==> src/rtl/usb_utm_pkg.sv <==
// Shared types and constants for the UTMI transmit engine: operating modes,
// line-state codes {dp, dn}, FSM states and the SYNC / bit-stuff constants.
package usb_utm_pkg;

  typedef enum logic [1:0] {
    UTM_NORMAL          = 2'd0,
    UTM_NON_DRIVING     = 2'd1,
    UTM_DIS_STUFF_NRZI  = 2'd2
  } utm_op_mode_t;

  localparam logic [1:0] LINE_J   = 2'b10;
  localparam logic [1:0] LINE_K   = 2'b01;
  localparam logic [1:0] LINE_SE0 = 2'b00;

  typedef enum logic [2:0] {
    ST_IDLE,
    ST_SYNC,
    ST_DATA,
    ST_EOP_SE0,
    ST_EOP_J
  } usb_tx_state_t;

  localparam logic [7:0]  SYNC_PATTERN = 8'h80;
  localparam int unsigned STUFF_LEN    = 6;

endpackage

==> src/rtl/usb_tx_bit_enc.sv <==
// Line encoder: ones counter for bit stuffing, NRZI level, and the mux that
// selects NRZI, raw (bypass), SE0 or forced J onto the registered line.
module usb_tx_bit_enc
  import usb_utm_pkg::*;
(
  input  logic clk,
  input  logic rst,
  input  logic i_start,
  input  logic i_adv,
  input  logic i_bit,
  input  logic i_bypass,
  input  logic i_se0,
  input  logic i_j,
  output logic o_dp,
  output logic o_dn,
  output logic o_stuff_req
);

  logic [1:0] r_line;
  logic       r_level;
  logic [2:0] r_ones;

  logic       w_base;
  logic       w_nrzi;
  logic [2:0] w_ones_base;

  // A packet start encodes its first bit from a fresh J level and an empty run.
  assign w_base      = i_start ? 1'b1 : r_level;
  assign w_ones_base = i_start ? 3'd0 : r_ones;
  assign w_nrzi      = i_bit ? w_base : ~w_base;

  always_ff @(posedge clk or negedge rst) begin
    if (!rst) begin
      r_line  <= LINE_J;
      r_level <= 1'b1;
      r_ones  <= 3'd0;
    end else if (i_start || i_adv) begin
      if (i_se0) begin
        r_line <= LINE_SE0;
      end else if (i_j) begin
        r_line  <= LINE_J;
        r_level <= 1'b1;
        r_ones  <= 3'd0;
      end else if (i_bypass) begin
        r_line <= i_bit ? LINE_J : LINE_K;
        r_ones <= 3'd0;
      end else begin
        r_line  <= w_nrzi ? LINE_J : LINE_K;
        r_level <= w_nrzi;
        r_ones  <= i_bit ? w_ones_base + 3'd1 : 3'd0;
      end
    end
  end

  assign o_dp        = r_line[1];
  assign o_dn        = r_line[0];
  assign o_stuff_req = (r_ones == 3'(STUFF_LEN));

endmodule

==> src/rtl/usb_utm_tx.sv <==
// UTMI transmit engine: accepts 8/16-bit words and serialises SYNC, data with
// bit stuffing and NRZI, and EOP onto the FS line at CLK_PER_BIT clocks per bit.
module usb_utm_tx
  import usb_utm_pkg::*;
#(
  parameter int DATA_W      = 8,
  parameter int CLK_PER_BIT = 4
) (
  input  logic              clk,
  input  logic              rst,
  input  utm_op_mode_t      op_mode,
  input  logic [DATA_W-1:0] data_in,
  input  logic              tx_valid,
  input  logic              tx_valid_h,
  output logic              tx_ready,
  output logic              tx_active,
  output logic              usb_dp_tx,
  output logic              usb_dn_tx,
  output logic              usb_tx_oen
);

  localparam int                CNT_W     = $clog2(CLK_PER_BIT);
  localparam logic [CNT_W-1:0]  CNT_LAST  = CNT_W'(CLK_PER_BIT - 1);
  localparam logic [DATA_W-1:0] SYNC_WORD = DATA_W'(SYNC_PATTERN);

  usb_tx_state_t     r_state;
  utm_op_mode_t      r_mode;
  logic [CNT_W-1:0]  r_bit_cnt;
  logic [DATA_W-1:0] r_shift;
  logic [4:0]        r_bits_left;

  usb_tx_state_t     w_state_nxt;
  logic [DATA_W-1:0] w_shift_nxt;
  logic [4:0]        w_bits_nxt;
  logic              w_strobe;
  logic              w_start;
  logic              w_adv;
  logic              w_bit;
  logic              w_bypass;
  logic              w_se0;
  logic              w_j;
  logic              w_ready;
  logic              w_stuff_req;

  assign w_strobe = (r_bit_cnt == CNT_LAST);

  always_ff @(posedge clk or negedge rst) begin
    if (!rst) begin
      r_state     <= ST_IDLE;
      r_mode      <= UTM_NORMAL;
      r_bit_cnt   <= '0;
      r_shift     <= '0;
      r_bits_left <= 5'd0;
    end else begin
      r_state     <= w_state_nxt;
      r_shift     <= w_shift_nxt;
      r_bits_left <= w_bits_nxt;
      if (w_start)
        r_mode <= op_mode;
      if (r_state == ST_IDLE || w_strobe)
        r_bit_cnt <= '0;
      else
        r_bit_cnt <= r_bit_cnt + 1'b1;
    end
  end

  // SYNC is handled as a pre-loaded word, so SYNC and DATA share the
  // stuff / next-bit / load-opportunity priority at every strobe.
  always_comb begin
    w_state_nxt = r_state;
    w_shift_nxt = r_shift;
    w_bits_nxt  = r_bits_left;
    w_start     = 1'b0;
    w_adv       = 1'b0;
    w_bit       = 1'b0;
    w_bypass    = 1'b0;
    w_se0       = 1'b0;
    w_j         = 1'b0;
    w_ready     = 1'b0;
    case (r_state)
      ST_IDLE: begin
        if (tx_valid && op_mode != UTM_NON_DRIVING) begin
          w_state_nxt = ST_SYNC;
          w_start     = 1'b1;
          w_bit       = SYNC_WORD[0];
          w_shift_nxt = SYNC_WORD >> 1;
          w_bits_nxt  = 5'd7;
        end
      end
      ST_SYNC, ST_DATA: begin
        if (w_strobe) begin
          w_adv = 1'b1;
          if (w_stuff_req && r_mode != UTM_DIS_STUFF_NRZI) begin
            w_bit = 1'b0;
          end else if (r_bits_left != 5'd0) begin
            w_bit       = r_shift[0];
            w_shift_nxt = r_shift >> 1;
            w_bits_nxt  = r_bits_left - 5'd1;
            w_bypass    = (r_state == ST_DATA) && (r_mode == UTM_DIS_STUFF_NRZI);
          end else if (tx_valid) begin
            w_ready     = 1'b1;
            w_bit       = data_in[0];
            w_shift_nxt = data_in >> 1;
            w_bits_nxt  = (DATA_W == 16 && tx_valid_h) ? 5'd15 : 5'd7;
            w_state_nxt = ST_DATA;
            w_bypass    = (r_mode == UTM_DIS_STUFF_NRZI);
          end else begin
            w_se0       = 1'b1;
            w_bits_nxt  = 5'd1;
            w_state_nxt = ST_EOP_SE0;
          end
        end
      end
      ST_EOP_SE0: begin
        if (w_strobe) begin
          w_adv = 1'b1;
          if (r_bits_left != 5'd0) begin
            w_se0      = 1'b1;
            w_bits_nxt = r_bits_left - 5'd1;
          end else begin
            w_j         = 1'b1;
            w_state_nxt = ST_EOP_J;
          end
        end
      end
      ST_EOP_J: begin
        if (w_strobe) begin
          w_adv       = 1'b1;
          w_j         = 1'b1;
          w_state_nxt = ST_IDLE;
        end
      end
      default: w_state_nxt = ST_IDLE;
    endcase
  end

  usb_tx_bit_enc u_enc (
    .clk         (clk),
    .rst         (rst),
    .i_start     (w_start),
    .i_adv       (w_adv),
    .i_bit       (w_bit),
    .i_bypass    (w_bypass),
    .i_se0       (w_se0),
    .i_j         (w_j),
    .o_dp        (usb_dp_tx),
    .o_dn        (usb_dn_tx),
    .o_stuff_req (w_stuff_req)
  );

  assign tx_ready   = w_ready;
  assign tx_active  = (r_state != ST_IDLE);
  assign usb_tx_oen = (r_state == ST_IDLE);

endmodule

==> config.mk <==
export PLATFORM = sky130hd
export DESIGN_NAME = usb_utm_tx
export DESIGN_NICKNAME = d
export VERILOG_FILES = /design/src/rtl/usb_utm_pkg.sv /design/src/rtl/usb_tx_bit_enc.sv /design/src/rtl/usb_utm_tx.sv
export SDC_FILE = /design/constraint.sdc
export NUM_CORES = 1
export LEC_CHECK = 0
export ABC_AREA = 0
export ABC_CLOCK_PERIOD_IN_PS = 3100
export BUFFER_PORTS_ARGS = -buffer_cell sky130_fd_sc_hd__buf_4
export CORE_MARGIN = 4
export CORE_UTILIZATION = 45
export CTS_BUF_LIST = sky130_fd_sc_hd__clkbuf_4 sky130_fd_sc_hd__clkbuf_8
export DETAILED_ROUTE_END_ITERATION = 8
export PLACE_DENSITY = 0.63
export SYNTH_ARGS = -nofsm -noshare
export SYNTH_HDL_FRONTEND = slang
export SYNTH_SLANG_ARGS = --single-unit
==> constraint.sdc <==
create_clock -name clk -period 3.1 [get_ports clk]
set_clock_uncertainty 0.2 [all_clocks]
set_input_delay 0.62 -clock clk [delete_from_list [all_inputs] [get_ports clk]]
set_output_delay 0.62 -clock clk [all_outputs]
set_load 0.03 [all_outputs]
==> metrics.txt <==
# TYPE chip_impl_metric gauge
chip_impl_metric{name="cts-resized-gates",unit=""} 0
chip_impl_metric{name="finalWorstPathRequiredPeriod",unit="ns"} 2.91
chip_impl_metric{name="postPlaceCellArea",unit="µm²"} 1740
chip_impl_metric{name="mappedNetlistArea",unit="µm²"} 1610
chip_impl_metric{name="timing.max_cap.violations",unit=""} 0
chip_impl_metric{name="clkSinkCount",unit=""} 25
chip_impl_info{name="rsz0062_at_grt",value="false"} 1
chip_impl_metric{name="track_usage",unit="%"} 17.4
chip_impl_metric{name="cp_data_arrival_time",unit="ns"} 2.09
chip_impl_metric{name="overflow",unit=""} 0
chip_impl_metric{name="layout-area-overhead-vs-synth",unit="%"} 11.0
chip_impl_info{name="path_class",value="flop to output pin"} 1
chip_impl_metric{name="placementRows",unit=""} 21
chip_impl_metric{name="insertedDiodeCount",unit=""} 0
chip_impl_metric{name="routed_wl_per_cell",unit="µm"} 15.3
chip_impl_metric{name="crit_fanout",unit=""} 13
chip_impl_metric{name="timing_worst_slew_pin_value",unit="ns"} 0.582
chip_impl_metric{name="initial_core_util",unit="%"} 47.4
chip_impl_metric{name="synth.yosys.warnings",unit=""} 0
chip_impl_metric{name="achievable-frequency",unit="GHz"} 0.344
chip_impl_metric{name="drc",unit=""} 0
chip_impl_metric{name="postSynthRegisterBits",unit=""} 25
chip_impl_info{name="hp-class",value="flop to flop"} 1
chip_impl_metric{name="antenna_violations_before_repair",unit=""} 0
chip_impl_info{name="synth.top_cells.by_count",value="sky130_fd_sc_hd__dfrtp_1, sky130_fd_sc_hd__nand2_1, sky130_fd_sc_hd__o21ai_0"} 1
chip_impl_metric{name="synth.top_cell.area_share",unit="%"} 35.8
chip_impl_metric{name="floorplan.io_pins",unit=""} 19
chip_impl_metric{name="avgViaCountPerCell",unit=""} 5.86
chip_impl_info{name="outcome",value="finished clean"} 1
chip_impl_metric{name="cts_setup_buffers",unit=""} 0
chip_impl_metric{name="postRouteAntennaNets",unit=""} 0
chip_impl_info{name="critical_path.startpoint_type",value="flop"} 1
chip_impl_metric{name="peakVddDrop",unit="mV"} 0.279
chip_impl_metric{name="first_iter_violations",unit=""} 58
chip_impl_metric{name="numCtsBuffers",unit=""} 3
chip_impl_info{name="synthMostInstantiatedCell",value="sky130_fd_sc_hd__dfrtp_1"} 1
chip_impl_info{name="yosys-top-cells-area",value="sky130_fd_sc_hd__dfrtp_1, sky130_fd_sc_hd__o31ai_1, sky130_fd_sc_hd__nand2_1"} 1
chip_impl_metric{name="die-area",unit="µm²"} 4590
chip_impl_metric{name="totalNegativeSetupSlack",unit="ns"} 0
chip_impl_metric{name="drt-pass1-iter-count",unit=""} 4
chip_impl_metric{name="core_region_area",unit="µm²"} 3390
chip_impl_metric{name="synth_cell_types",unit=""} 52
chip_impl_metric{name="die_h",unit="µm"} 67.8
chip_impl_metric{name="static-leakage-power",unit="nW"} 0.743
chip_impl_metric{name="power_total",unit="mW"} 1.50
chip_impl_metric{name="setup_slack",unit="ns"} 0.190
chip_impl_metric{name="place.port_buffers",unit=""} 17
chip_impl_metric{name="worst_ep_required_time",unit="ns"} 2.28
chip_impl_metric{name="async_reset_ff_share",unit="%"} 100
chip_impl_metric{name="cts_hold_repair.buffers",unit=""} 1
chip_impl_info{name="cts_tree",value="done"} 1
chip_impl_metric{name="ctsLongestPathBuffers",unit=""} 2
chip_impl_metric{name="first_global_vias",unit=""} 1294
chip_impl_metric{name="final_core_util",unit="%"} 52.6
chip_impl_metric{name="power_density",unit="nW/µm²"} 843
chip_impl_info{name="synthFlopType",value="sky130_fd_sc_hd__dfrtp_1"} 1
chip_impl_metric{name="worst_setup_hold_path_clk_slew",unit="ns"} 0.15
chip_impl_metric{name="layout.nets",unit=""} 201
chip_impl_metric{name="drv_slew",unit=""} 0
chip_impl_metric{name="final_cell_area",unit="µm²"} 1780
chip_impl_metric{name="synth.avg_cell_area",unit="µm²"} 9.56
chip_impl_metric{name="place_worst_setup_slack",unit="ns"} 0.561
chip_impl_metric{name="post_synth_edffs",unit=""} 0
chip_impl_metric{name="cts-htree-levels",unit=""} 1
chip_impl_metric{name="globalplace.congestion",unit=""} 0.891
chip_impl_metric{name="die_extent_in_x",unit="µm"} 67.8
chip_impl_metric{name="synthCells",unit=""} 168
chip_impl_metric{name="via_count",unit=""} 1337
chip_impl_info{name="setup.worst_path.end_class",value="output pin"} 1
chip_impl_info{name="clockRootBuffer",value="sky130_fd_sc_hd__clkbuf_4"} 1
chip_impl_info{name="largest_area_contributor_in_the_netlist",value="sky130_fd_sc_hd__dfrtp_1"} 1
chip_impl_metric{name="clock_insertion_delay_worst_skew",unit="ns"} 0.33
chip_impl_metric{name="postSynthNetCount",unit=""} 186
chip_impl_metric{name="grt_start_max_net_pins",unit=""} 26
chip_impl_metric{name="finalHoldViolCount",unit=""} 0
chip_impl_metric{name="layout_worst_path_cycle_share",unit="%"} 93.9
chip_impl_metric{name="drive_gt1_share",unit="%"} 21.4
chip_impl_metric{name="final-setup-viol-count",unit=""} 0
chip_impl_metric{name="synth_seq_area_share",unit="%"} 39.1
chip_impl_metric{name="worst_slew_margin_rel",unit="%"} 60.8
chip_impl_metric{name="post_detailed_placement_half_perimeter_wirelength",unit="mm"} 2.57
chip_impl_metric{name="detailed_route_wl",unit="mm"} 3.48
chip_impl_metric{name="grt_pass1_wl",unit="mm"} 6.13
cells by family after synthesis:
family / after synthesis / synth area share, %
AO/OA/AOI/OAI: 59 / 26.5
AND/OR/NAND/NOR: 54 / 19.2
flip-flops: 25 / 39.1
buffers and inverters: 15 / 5.37
multiplexers: 8 / 5.14
adder cells (fa/ha/maj): 4 / 3.12
XOR/XNOR: 3 / 1.64
metrics by stage:
stage,hold slack [ns],std cells
2_1_floorplan,0.124,168
3_3_place_gp,0.229,223
3_5_place_dp,0.258,223
4_1_cts,0.278,228
5_1_grt,0.297,228
6_report,0.272,228
worst paths after layout:
path                                      from         endpoint  slack, ns  cells past startpoint
max in group asynchronous                  rst  u_enc.r_line[1]       1.89                      2
worst min-delay path              r_bit_cnt[0]     r_bit_cnt[0]       0.27                      1
worst min register to register    r_bit_cnt[0]     r_bit_cnt[0]       0.27                      1
min in group asynchronous                  rst  u_enc.r_ones[1]       0.51                      2
worst max-delay path                r_state[1]         tx_ready       0.19                      5
worst max register to register  r_bits_left[0]   r_bits_left[4]       0.54                      8
state kept, by name, indices dropped and copies added, names as in the netlist:
name / count
r_shift: 7
u_enc.r_ones: 3
r_mode: 2
u_enc.r_line: 2
r_state: 3
r_bit_cnt: 2
r_bits_left: 5
u_enc.r_level: 1
worst max-delay path: stages (launching register included):
cell,delay [ns]
sky130_fd_sc_hd__dfrtp_1,0.64
sky130_fd_sc_hd__xor2_1,0.38
sky130_fd_sc_hd__nand2b_1,0.12
sky130_fd_sc_hd__nor3_1,0.29
sky130_fd_sc_hd__and2_1,0.17
sky130_fd_sc_hd__buf_4,0.15
layout make-up:
type / count / area [µm²]
clock inverter: 1 / 7.51
tap: 46 / 57.6
sequential: 25 / 628
fill: 322 / 1610
timing repair buffer: 21 / 160
multi-input combinational: 128 / 892
inverter: 4 / 15.0
clock buffer: 3 / 22.5
report_power, final:
part,internal (mW),total [mW],switching (mW)
Clock,0.0495,0.157,0.108
Combinational,0.316,0.770,0.454
Sequential,0.456,0.575,0.119
Total,0.821,1.50,0.681
layer usage:
layer | part of all wire [%] | vias to the layer above | track usage [%] | wire [µm]
met5 | 0 | - | 0 | 0
met4 | 1.4 | 0 | 5.32 | 48
met3 | 3.8 | 5 | 2.16 | 131
met2 | 49 | 26 | 29.0 | 1710
met1 | 46 | 658 | 23.4 | 1590
li1 | - | 648 | - | -
cell usage in the layout (no fill, tap or decap), types with 2 or more instances in the layout:
master,n
sky130_fd_sc_hd__nor2_1,6
sky130_fd_sc_hd__mux2i_1,6
sky130_fd_sc_hd__dfrtp_1,23
sky130_fd_sc_hd__buf_4,20
sky130_fd_sc_hd__o31ai_1,10
sky130_fd_sc_hd__o21ai_0,14
sky130_fd_sc_hd__o21ai_1,2
sky130_fd_sc_hd__mux2_2,2
sky130_fd_sc_hd__ha_1,4
sky130_fd_sc_hd__a21boi_0,2
sky130_fd_sc_hd__nand3b_1,2
sky130_fd_sc_hd__xor2_1,2
sky130_fd_sc_hd__inv_1,4
sky130_fd_sc_hd__clkbuf_4,3
sky130_fd_sc_hd__nand2b_1,3
sky130_fd_sc_hd__nand3_1,4
sky130_fd_sc_hd__a21oi_2,2
sky130_fd_sc_hd__nor3_1,5
sky130_fd_sc_hd__a22o_1,3
sky130_fd_sc_hd__and2_1,3
sky130_fd_sc_hd__a21o_1,3
sky130_fd_sc_hd__a21oi_1,8
sky130_fd_sc_hd__a31oi_1,2
sky130_fd_sc_hd__nor2b_1,2
sky130_fd_sc_hd__nand2_1,19
sky130_fd_sc_hd__dfstp_2,2
Note: power is estimated with default switching activity, not from simulation.
